`src/rtl/core_pkg.sv`:
```
// core_pkg: shared types and constants for the issue stage.
//   dec_slot_t : one decoded instruction as delivered by decode
//   ex_lane_t  : registered control/operand bundle driven into one execute lane
//   is_ct()    : true for control transfers (branch or return)
package core_pkg;
    localparam int XLEN  = 32;
    localparam int NREGS = 16;
    localparam int REG_W = $clog2(NREGS);

    // aluControl encoding
    localparam logic [3:0] ALU_ADD   = 4'd0;
    localparam logic [3:0] ALU_SUB   = 4'd1;
    localparam logic [3:0] ALU_AND   = 4'd2;
    localparam logic [3:0] ALU_OR    = 4'd3;
    localparam logic [3:0] ALU_XOR   = 4'd4;
    localparam logic [3:0] ALU_SLL   = 4'd5;
    localparam logic [3:0] ALU_SRL   = 4'd6;
    localparam logic [3:0] ALU_SRA   = 4'd7;
    localparam logic [3:0] ALU_SLT   = 4'd8;
    localparam logic [3:0] ALU_PASSB = 4'd9;

    typedef struct packed {
        logic             valid;
        logic [XLEN-1:0]  pc;
        logic [3:0]       alu_ctrl;
        logic [REG_W-1:0] rs1;
        logic [REG_W-1:0] rs2;
        logic [REG_W-1:0] rd;
        logic             uses_rs2;
        logic             wr_en;
        logic             use_imm;
        logic [XLEN-1:0]  imm;
        logic             is_branch;
        logic             is_ret;
        logic             is_beq;
        logic             is_bgt;
        logic [XLEN-1:0]  br_target;
    } dec_slot_t;

    localparam int DEC_W = $bits(dec_slot_t);

    typedef struct packed {
        logic [XLEN-1:0]  pc;
        logic [XLEN-1:0]  opA;
        logic [XLEN-1:0]  opB;
        logic [XLEN-1:0]  br_target;
        logic [3:0]       alu_ctrl;
        logic [REG_W-1:0] rd;
        logic             wr_en;
        logic             is_branch;
        logic             is_ret;
        logic             is_beq;
        logic             is_bgt;
    } ex_lane_t;

    function automatic logic is_ct(input dec_slot_t s);
        return s.is_branch || s.is_ret;
    endfunction
endpackage

```
`src/rtl/issue_scoreboard.sv`:
```
// issue_scoreboard: one busy bit per architectural register.
//   set_mask          : registers claimed by instructions issuing this cycle
//   wb0_* / wb1_*     : writeback completions clearing a busy bit
//   src / src_busy    : four combinational lookups against the registered vector
// A set and a clear of the same register in one cycle leaves it busy: the
// issuing instruction is the newer producer. r0 is never busy.
module issue_scoreboard #(
    parameter int  NREGS = 16,
    localparam int REG_W = $clog2(NREGS)
) (
    input  logic                  clk,
    input  logic                  rst_n,
    input  logic [NREGS-1:0]      set_mask,
    input  logic                  wb0_valid,
    input  logic [REG_W-1:0]      wb0_rd,
    input  logic                  wb1_valid,
    input  logic [REG_W-1:0]      wb1_rd,
    input  logic [3:0][REG_W-1:0] src,
    output logic [3:0]            src_busy
);
    localparam logic [NREGS-1:0] R0_MASK = {{(NREGS-1){1'b1}}, 1'b0};

    logic [NREGS-1:0] busy;
    logic [NREGS-1:0] clr;

    always_comb begin
        clr = '0;
        if (wb0_valid) clr[wb0_rd] = 1'b1;
        if (wb1_valid) clr[wb1_rd] = 1'b1;
    end

    always_ff @(posedge clk or negedge rst_n) begin
        if (!rst_n) busy <= '0;
        else        busy <= ((busy & ~clr) | set_mask) & R0_MASK;
    end

    always_comb begin
        for (int i = 0; i < 4; i++) src_busy[i] = busy[src[i]];
    end
endmodule

```
`src/rtl/issue_stage.sv`:
```
// issue_stage: dual-lane in-order issue between decode and ExecuteUnit.
//   in_valid/in_ready/in_slot0/in_slot1 : decoded pair handshake (slot0 older)
//   rf_raddr/rf_rdata                   : combinational reads s0.rs1,s0.rs2,s1.rs1,s1.rs2
//   wb0_*/wb1_*                         : writeback completions (scoreboard clears)
//   br_resolved/br_taken                : outcome of the outstanding control transfer
//   ex0_*/ex1_*                         : registered lane outputs
// XLEN/NREGS must match the core_pkg values the slot struct is built from.
module issue_stage #(
    parameter int  XLEN  = 32,
    parameter int  NREGS = 16,
    localparam int REG_W = $clog2(NREGS)
) (
    input  logic                       clk,
    input  logic                       rst_n,
    input  logic                       in_valid,
    output logic                       in_ready,
    input  logic [core_pkg::DEC_W-1:0] in_slot0,
    input  logic [core_pkg::DEC_W-1:0] in_slot1,
    output logic [3:0][REG_W-1:0]      rf_raddr,
    input  logic [3:0][XLEN-1:0]       rf_rdata,
    input  logic                       wb0_valid,
    input  logic [REG_W-1:0]           wb0_rd,
    input  logic                       wb1_valid,
    input  logic [REG_W-1:0]           wb1_rd,
    input  logic                       br_resolved,
    input  logic                       br_taken,
    output logic                       ex0_valid,
    output logic [XLEN-1:0]            ex0_pc,
    output logic [XLEN-1:0]            ex0_opA,
    output logic [XLEN-1:0]            ex0_opB,
    output logic [XLEN-1:0]            ex0_br_target,
    output logic [3:0]                 ex0_alu_ctrl,
    output logic [REG_W-1:0]           ex0_rd,
    output logic                       ex0_wr_en,
    output logic                       ex0_is_branch,
    output logic                       ex0_is_ret,
    output logic                       ex0_is_beq,
    output logic                       ex0_is_bgt,
    output logic                       ex1_valid,
    output logic [XLEN-1:0]            ex1_pc,
    output logic [XLEN-1:0]            ex1_opA,
    output logic [XLEN-1:0]            ex1_opB,
    output logic [XLEN-1:0]            ex1_br_target,
    output logic [3:0]                 ex1_alu_ctrl,
    output logic [REG_W-1:0]           ex1_rd,
    output logic                       ex1_wr_en,
    output logic                       ex1_is_branch,
    output logic                       ex1_is_ret,
    output logic                       ex1_is_beq,
    output logic                       ex1_is_bgt
);
    import core_pkg::dec_slot_t;
    import core_pkg::ex_lane_t;
    import core_pkg::is_ct;

    localparam logic [1:0] ST_EMPTY = 2'd0;
    localparam logic [1:0] ST_PAIR  = 2'd1;  // both slots pending (slot1 may be invalid)
    localparam logic [1:0] ST_SLOT1 = 2'd2;  // slot0 gone, slot1 pending

    logic [1:0]       state;
    dec_slot_t        buf0, buf1, head, s0_in, s1_in;
    logic             br_pending;
    logic [3:0]       src_busy;
    logic [NREGS-1:0] set_mask;
    logic             rsel, flush, head_rdy, s1_rdy, raw01, iss0, iss1, drained, accept;
    logic [XLEN-1:0]  head_a, head_b, s1_a, s1_b;
    ex_lane_t [1:0]   ex_q;
    logic [1:0]       ex_vld;

    function automatic logic [XLEN-1:0] src_val(input logic [REG_W-1:0] r,
                                                input logic [XLEN-1:0]  d);
        return (r == '0) ? '0 : d;
    endfunction

    function automatic ex_lane_t mk_lane(input dec_slot_t s, input logic [XLEN-1:0] a,
                                         input logic [XLEN-1:0] b);
        ex_lane_t l;
        l.pc        = s.pc;
        l.opA       = a;
        l.opB       = b;
        l.br_target = s.br_target;
        l.alu_ctrl  = s.alu_ctrl;
        l.rd        = s.rd;
        l.wr_en     = s.wr_en;
        l.is_branch = s.is_branch;
        l.is_ret    = s.is_ret;
        l.is_beq    = s.is_beq;
        l.is_bgt    = s.is_bgt;
        return l;
    endfunction

    assign s0_in = dec_slot_t'(in_slot0);
    assign s1_in = dec_slot_t'(in_slot1);

    assign rf_raddr[0] = buf0.rs1;
    assign rf_raddr[1] = buf0.rs2;
    assign rf_raddr[2] = buf1.rs1;
    assign rf_raddr[3] = buf1.rs2;

    issue_scoreboard #(.NREGS(NREGS)) u_sb (
        .clk      (clk),
        .rst_n    (rst_n),
        .set_mask (set_mask),
        .wb0_valid(wb0_valid),
        .wb0_rd   (wb0_rd),
        .wb1_valid(wb1_valid),
        .wb1_rd   (wb1_rd),
        .src      (rf_raddr),
        .src_busy (src_busy)
    );

    // The oldest pending instruction always goes to lane 0; in SLOT1 that is
    // buf1, whose sources sit on read ports 2/3.
    assign rsel   = (state == ST_SLOT1);
    assign head   = rsel ? buf1 : buf0;
    assign head_a = src_val(head.rs1, rsel ? rf_rdata[2] : rf_rdata[0]);
    assign head_b = head.use_imm ? head.imm : src_val(head.rs2, rsel ? rf_rdata[3] : rf_rdata[1]);
    assign s1_a   = src_val(buf1.rs1, rf_rdata[2]);
    assign s1_b   = buf1.use_imm ? buf1.imm : src_val(buf1.rs2, rf_rdata[3]);

    assign head_rdy = !(rsel ? src_busy[2] : src_busy[0]) &&
                      (!head.uses_rs2 || !(rsel ? src_busy[3] : src_busy[1]));
    assign s1_rdy   = !src_busy[2] && (!buf1.uses_rs2 || !src_busy[3]);
    assign raw01    = buf0.wr_en && (buf0.rd != '0) &&
                      ((buf1.rs1 == buf0.rd) || (buf1.uses_rs2 && (buf1.rs2 == buf0.rd)));

    assign flush = br_resolved && br_taken;
    assign iss0  = (state != ST_EMPTY) && head.valid && head_rdy && !br_pending && !flush;
    assign iss1  = (state == ST_PAIR) && buf1.valid && iss0 && !is_ct(buf0) && s1_rdy && !raw01;

    assign drained  = (state == ST_EMPTY) ||
                      ((state == ST_PAIR) && iss0 && (iss1 || !buf1.valid)) ||
                      ((state == ST_SLOT1) && iss0);
    assign in_ready = drained || flush;
    assign accept   = in_valid && in_ready;

    always_comb begin
        set_mask = '0;
        if (iss0 && head.wr_en && head.rd != '0) set_mask[head.rd] = 1'b1;
        if (iss1 && buf1.wr_en && buf1.rd != '0) set_mask[buf1.rd] = 1'b1;
    end

    always_ff @(posedge clk or negedge rst_n) begin
        if (!rst_n) begin
            state      <= ST_EMPTY;
            buf0       <= '0;
            buf1       <= '0;
            br_pending <= 1'b0;
            ex_q       <= '0;
            ex_vld     <= '0;
        end else begin
            // A pair accepted alongside a taken-branch flush is dropped.
            if (flush) begin
                state <= ST_EMPTY;
            end else if (accept) begin
                state <= s0_in.valid ? ST_PAIR : ST_EMPTY;
                buf0  <= s0_in;
                buf1  <= s1_in;
            end else if (state == ST_PAIR && iss0) begin
                state <= (iss1 || !buf1.valid) ? ST_EMPTY : ST_SLOT1;
            end else if (state == ST_SLOT1 && iss0) begin
                state <= ST_EMPTY;
            end

            if ((iss0 && is_ct(head)) || (iss1 && is_ct(buf1))) br_pending <= 1'b1;
            else if (br_resolved)                               br_pending <= 1'b0;

            // Lane fields hold their last value when the lane is idle.
            ex_vld <= {iss1, iss0};
            if (iss0) ex_q[0] <= mk_lane(head, head_a, head_b);
            if (iss1) ex_q[1] <= mk_lane(buf1, s1_a, s1_b);
        end
    end

    a_slot_order: assert property (@(posedge clk) disable iff (!rst_n)
        accept |-> (s0_in.valid || !s1_in.valid));

    assign ex0_valid     = ex_vld[0];
    assign ex0_pc        = ex_q[0].pc;
    assign ex0_opA       = ex_q[0].opA;
    assign ex0_opB       = ex_q[0].opB;
    assign ex0_br_target = ex_q[0].br_target;
    assign ex0_alu_ctrl  = ex_q[0].alu_ctrl;
    assign ex0_rd        = ex_q[0].rd;
    assign ex0_wr_en     = ex_q[0].wr_en;
    assign ex0_is_branch = ex_q[0].is_branch;
    assign ex0_is_ret    = ex_q[0].is_ret;
    assign ex0_is_beq    = ex_q[0].is_beq;
    assign ex0_is_bgt    = ex_q[0].is_bgt;
    assign ex1_valid     = ex_vld[1];
    assign ex1_pc        = ex_q[1].pc;
    assign ex1_opA       = ex_q[1].opA;
    assign ex1_opB       = ex_q[1].opB;
    assign ex1_br_target = ex_q[1].br_target;
    assign ex1_alu_ctrl  = ex_q[1].alu_ctrl;
    assign ex1_rd        = ex_q[1].rd;
    assign ex1_wr_en     = ex_q[1].wr_en;
    assign ex1_is_branch = ex_q[1].is_branch;
    assign ex1_is_ret    = ex_q[1].is_ret;
    assign ex1_is_beq    = ex_q[1].is_beq;
    assign ex1_is_bgt    = ex_q[1].is_bgt;
endmodule

```
`config.mk`:
```
export PLATFORM = sky130hd
export DESIGN_NAME = issue_stage
export DESIGN_NICKNAME = d
export VERILOG_FILES = /design/src/rtl/core_pkg.sv /design/src/rtl/issue_scoreboard.sv /design/src/rtl/issue_stage.sv
export SDC_FILE = /design/constraint.sdc
export NUM_CORES = 1
export LEC_CHECK = 0
export CAP_MARGIN = 40
export CORE_AREA = 2 2 266 268
export DETAILED_ROUTE_END_ITERATION = 6
export DIE_AREA = 0 0 268 270
export SLEW_MARGIN = 20
export SYNTH_ARGS = -nofsm -noshare
export SYNTH_HDL_FRONTEND = slang
export SYNTH_SLANG_ARGS = --single-unit
```
`constraint.sdc`:
```
create_clock -name clk -period 3.2 [get_ports clk]
set_input_delay 0.64 -clock clk [delete_from_list [all_inputs] [get_ports clk]]
set_output_delay 0.64 -clock clk [all_outputs]
set_load 0.05 [all_outputs]
```
==> metrics.cfg <==
[run_status]
outcome=complete, but fails checks
violations=setup timing

[worst_setup_path]
cp-startpoint=rf_raddr[13]
critPathLaunchType=flip-flop
worst-setup-path-type=reg2out
path_cells=buf_4, mux2i_1, mux4_2, o22ai_1, nor3_2, buf_6, a21oi_4, o221ai_4, buf_12
critical-path-top-delay-family=multiplexers
worstPathMaxFanout=7
crit_buf_inv=3
cp-end-kind=output pin
cpMaxStageDelayCell=dfrtp_2
required_ps=2560
crit_arrival_ps=2760
critPathMaxStageDelay_ps=490
reg2reg_from=rf_raddr[4]

[routing]
drc=0
drtPass1Iterations=6
post_drt_wl_per_cell_um=22.6
routed_wl_um=89400
via_per_inst=5.03
via_count=19903
antenna_left=0
drt_iter0_drc=1183

[grt]
antenna_found_initial=22
grt_pass1_wl_um=126000
grt_max_degree=162
grt_util_all_layers_pct=22.8
grt_pass1_vias=20425
grt_overflow=0

[clock_network]
cts-hold-fix-buffers=0
cts-buffers-inserted=59
worstSkewPairLatency_ps=620
cts_sinks=542
cts_tree=yes
clk_pin_slew_ps=70
htreeDepth=2
cts_max_path_buffers=3
root_buffer=clkbuf_16

[timing]
setup_viol=166
slew_violations=0
tns_ps=-4540
fin_ws_ps=-205
period_needed_ps=3400
rsz0062_at_grt=yes
whs_ps=20.7
period_share_pct=106
skew_ps=18.4
timing.final.hold_violations=0
tightest_slew_ps=1290
max-slew-margin-rel_pct=13.7
max_freq_mhz=294

[placement]
gp_congestion=0.891
dp_hpwl_um=60900
io_buffers=683
dpl_cell_area_mm2=0.0322
dp_cells=3792

[synth]
synth.distinct_cells=54
synth_top_area_share_pct=56.7
synth-main-ff-cell=dfrtp_1
syn_inst=2236
synth-edff-count=0
synth_area_per_cell_um2=10.7
synth_seq_cells=542
seq_area_frac_synth_pct=56.7
netlist_area_mm2=0.0239
synth_area_leaders=dfrtp_1 (57%), nand2_1 (9.7%), mux2_1 (8.9%)
syn-num-nets=2619
yosysWarnings=0
yosys.area.top_type=dfrtp_1
synthArstFlopShare_pct=100

[floorplan]
num_rows=97
initial_core_util_pct=34.4
die_height_um=270
die_area_mm2=0.0724
num_io_pins=684
coreArea_mm2=0.0695
fp.dieW_um=268

[finish]
drive_gt1_share_pct=17.3
finalNonFillerCells=3955
design_area_mm2=0.0362
syn_to_final_growth_pct=51.3
final_cell_mix=clkdlybuf4s50_1 (681), nand2_1 (616), dfrtp_1 (537)
final_common_cell=clkdlybuf4s50_1
nets=3333
fin_util_pct=52.1

[min_path]
hp-class=in2async

[power]
peakVddDrop_mv=0.585
swShare_pct=40.7
sequentialPowerShare_pct=31.6
p_sw_uw=15300
internal-power_uw=22200
p_leak_uw=0.0169
p_clk_share_pct=19.1
power_density_mw_per_mm2=1040
combPwrFrac_pct=49.4

[flow_run]
max_cap_viol_count=0

metal layers:
| metal | global-route usage, % | up-vias | wire, µm |
|---|---|---|---|
| met5 | 0 | - | 108 |
| met4 | 9.51 | 16 | 3030 |
| met3 | 6.50 | 163 | 6990 |
| met2 | 37.8 | 733 | 43400 |
| met1 | 27.6 | 9885 | 35900 |
| li1 | - | 9106 | - |
metrics by stage:
step | power [µW] | setup WS (ps)
after floorplan | 21300 | 73.9
after global placement | 26800 | -260
after detailed placement | 27200 | -281
after CTS | 34800 | -379
after global routing | 39400 | -316
final | 37500 | -205
power groups by stage:
stage	registers [µW]	clock network, µW	logic [µW]
after floorplan	14500	0	6850
after global placement	11700	0	15100
after detailed placement	11800	0	15400
after CTS	11700	7310	15800
after global routing	12200	7590	19600
final	11800	7150	18500
layout make-up:
cell class	instances	area, µm²
clock buffer	86	1740
antenna	16	40.0
clock inverter	24	302
timing repair buffer	824	8910
inverter	10	37.5
multi-input combinational	1513	10400
sequential	542	13600
tap	940	1180
fill	6077	33300
synth_stat cells, drive strengths merged, types with 6 or more instances:
cell type  count
a21oi        101
mux2i        114
mux2         245
nor2          49
nand3          6
o211ai         6
nor2b          9
nand2        617
buf           53
mux4          10
nor3          10
inv            9
clkbuf       118
a32oi          7
nand2b         9
o31ai         33
dfrtp        542
a22oi         15
o21ai        220
timing repair:
item,CTS,global route
hold endpoints to repair,0,0
endpoints found under the setup margin,225,259
buffers inserted,9,5
gates cloned,2,23
pin swaps,6,9
gates resized for setup,13,306
cell families after synthesis:
group / synth area share (%)
XOR/XNOR: 0.293
multiplexers: 17.2
AND/OR/NAND/NOR: 12.1
buffers and inverters: 4.11
AO/OA/AOI/OAI: 9.64
flip-flops: 56.7
sequential cells by signal (all words and copies together), names as in the netlist, 2 cells and up:
signal / flops
buf0: 112
buf1: 112
ex0_alu_ctrl: 4
ex0_br_target: 32
ex0_opA: 32
ex0_opB: 32
ex0_pc: 32
ex0_rd: 4
ex1_alu_ctrl: 4
ex1_br_target: 32
ex1_opA: 32
ex1_opB: 32
ex1_pc: 32
ex1_rd: 4
ex_vld: 2
rf_raddr: 16
state: 2
u_sb.busy: 15
worst paths after layout:
kind                       slack [ps]         end  depth (start not counted)
max in group asynchronous        2240  ex1_opB[4]                          3
max                              -200    in_ready                          9
min reg2reg                       480   ex1_wr_en                          2
min                                20   buf1[101]                          1
min in group clk                  480   ex1_wr_en                          2
max reg2reg                       -70    buf1[60]                         12
worst reg2reg max path, stage by stage (launching register included):
cell and delay (ps):
dfrtp_2 410, mux4_2 540, o32ai_4 250, nor4_4 70, buf_4 140, or3_4 330, or3_4 350, o21ai_4 200
buf_12 170, buf_12 120, buf_16 140, buf_8 130, mux2_4 300
No activity file was read; power rests on OpenSTA's default activity.
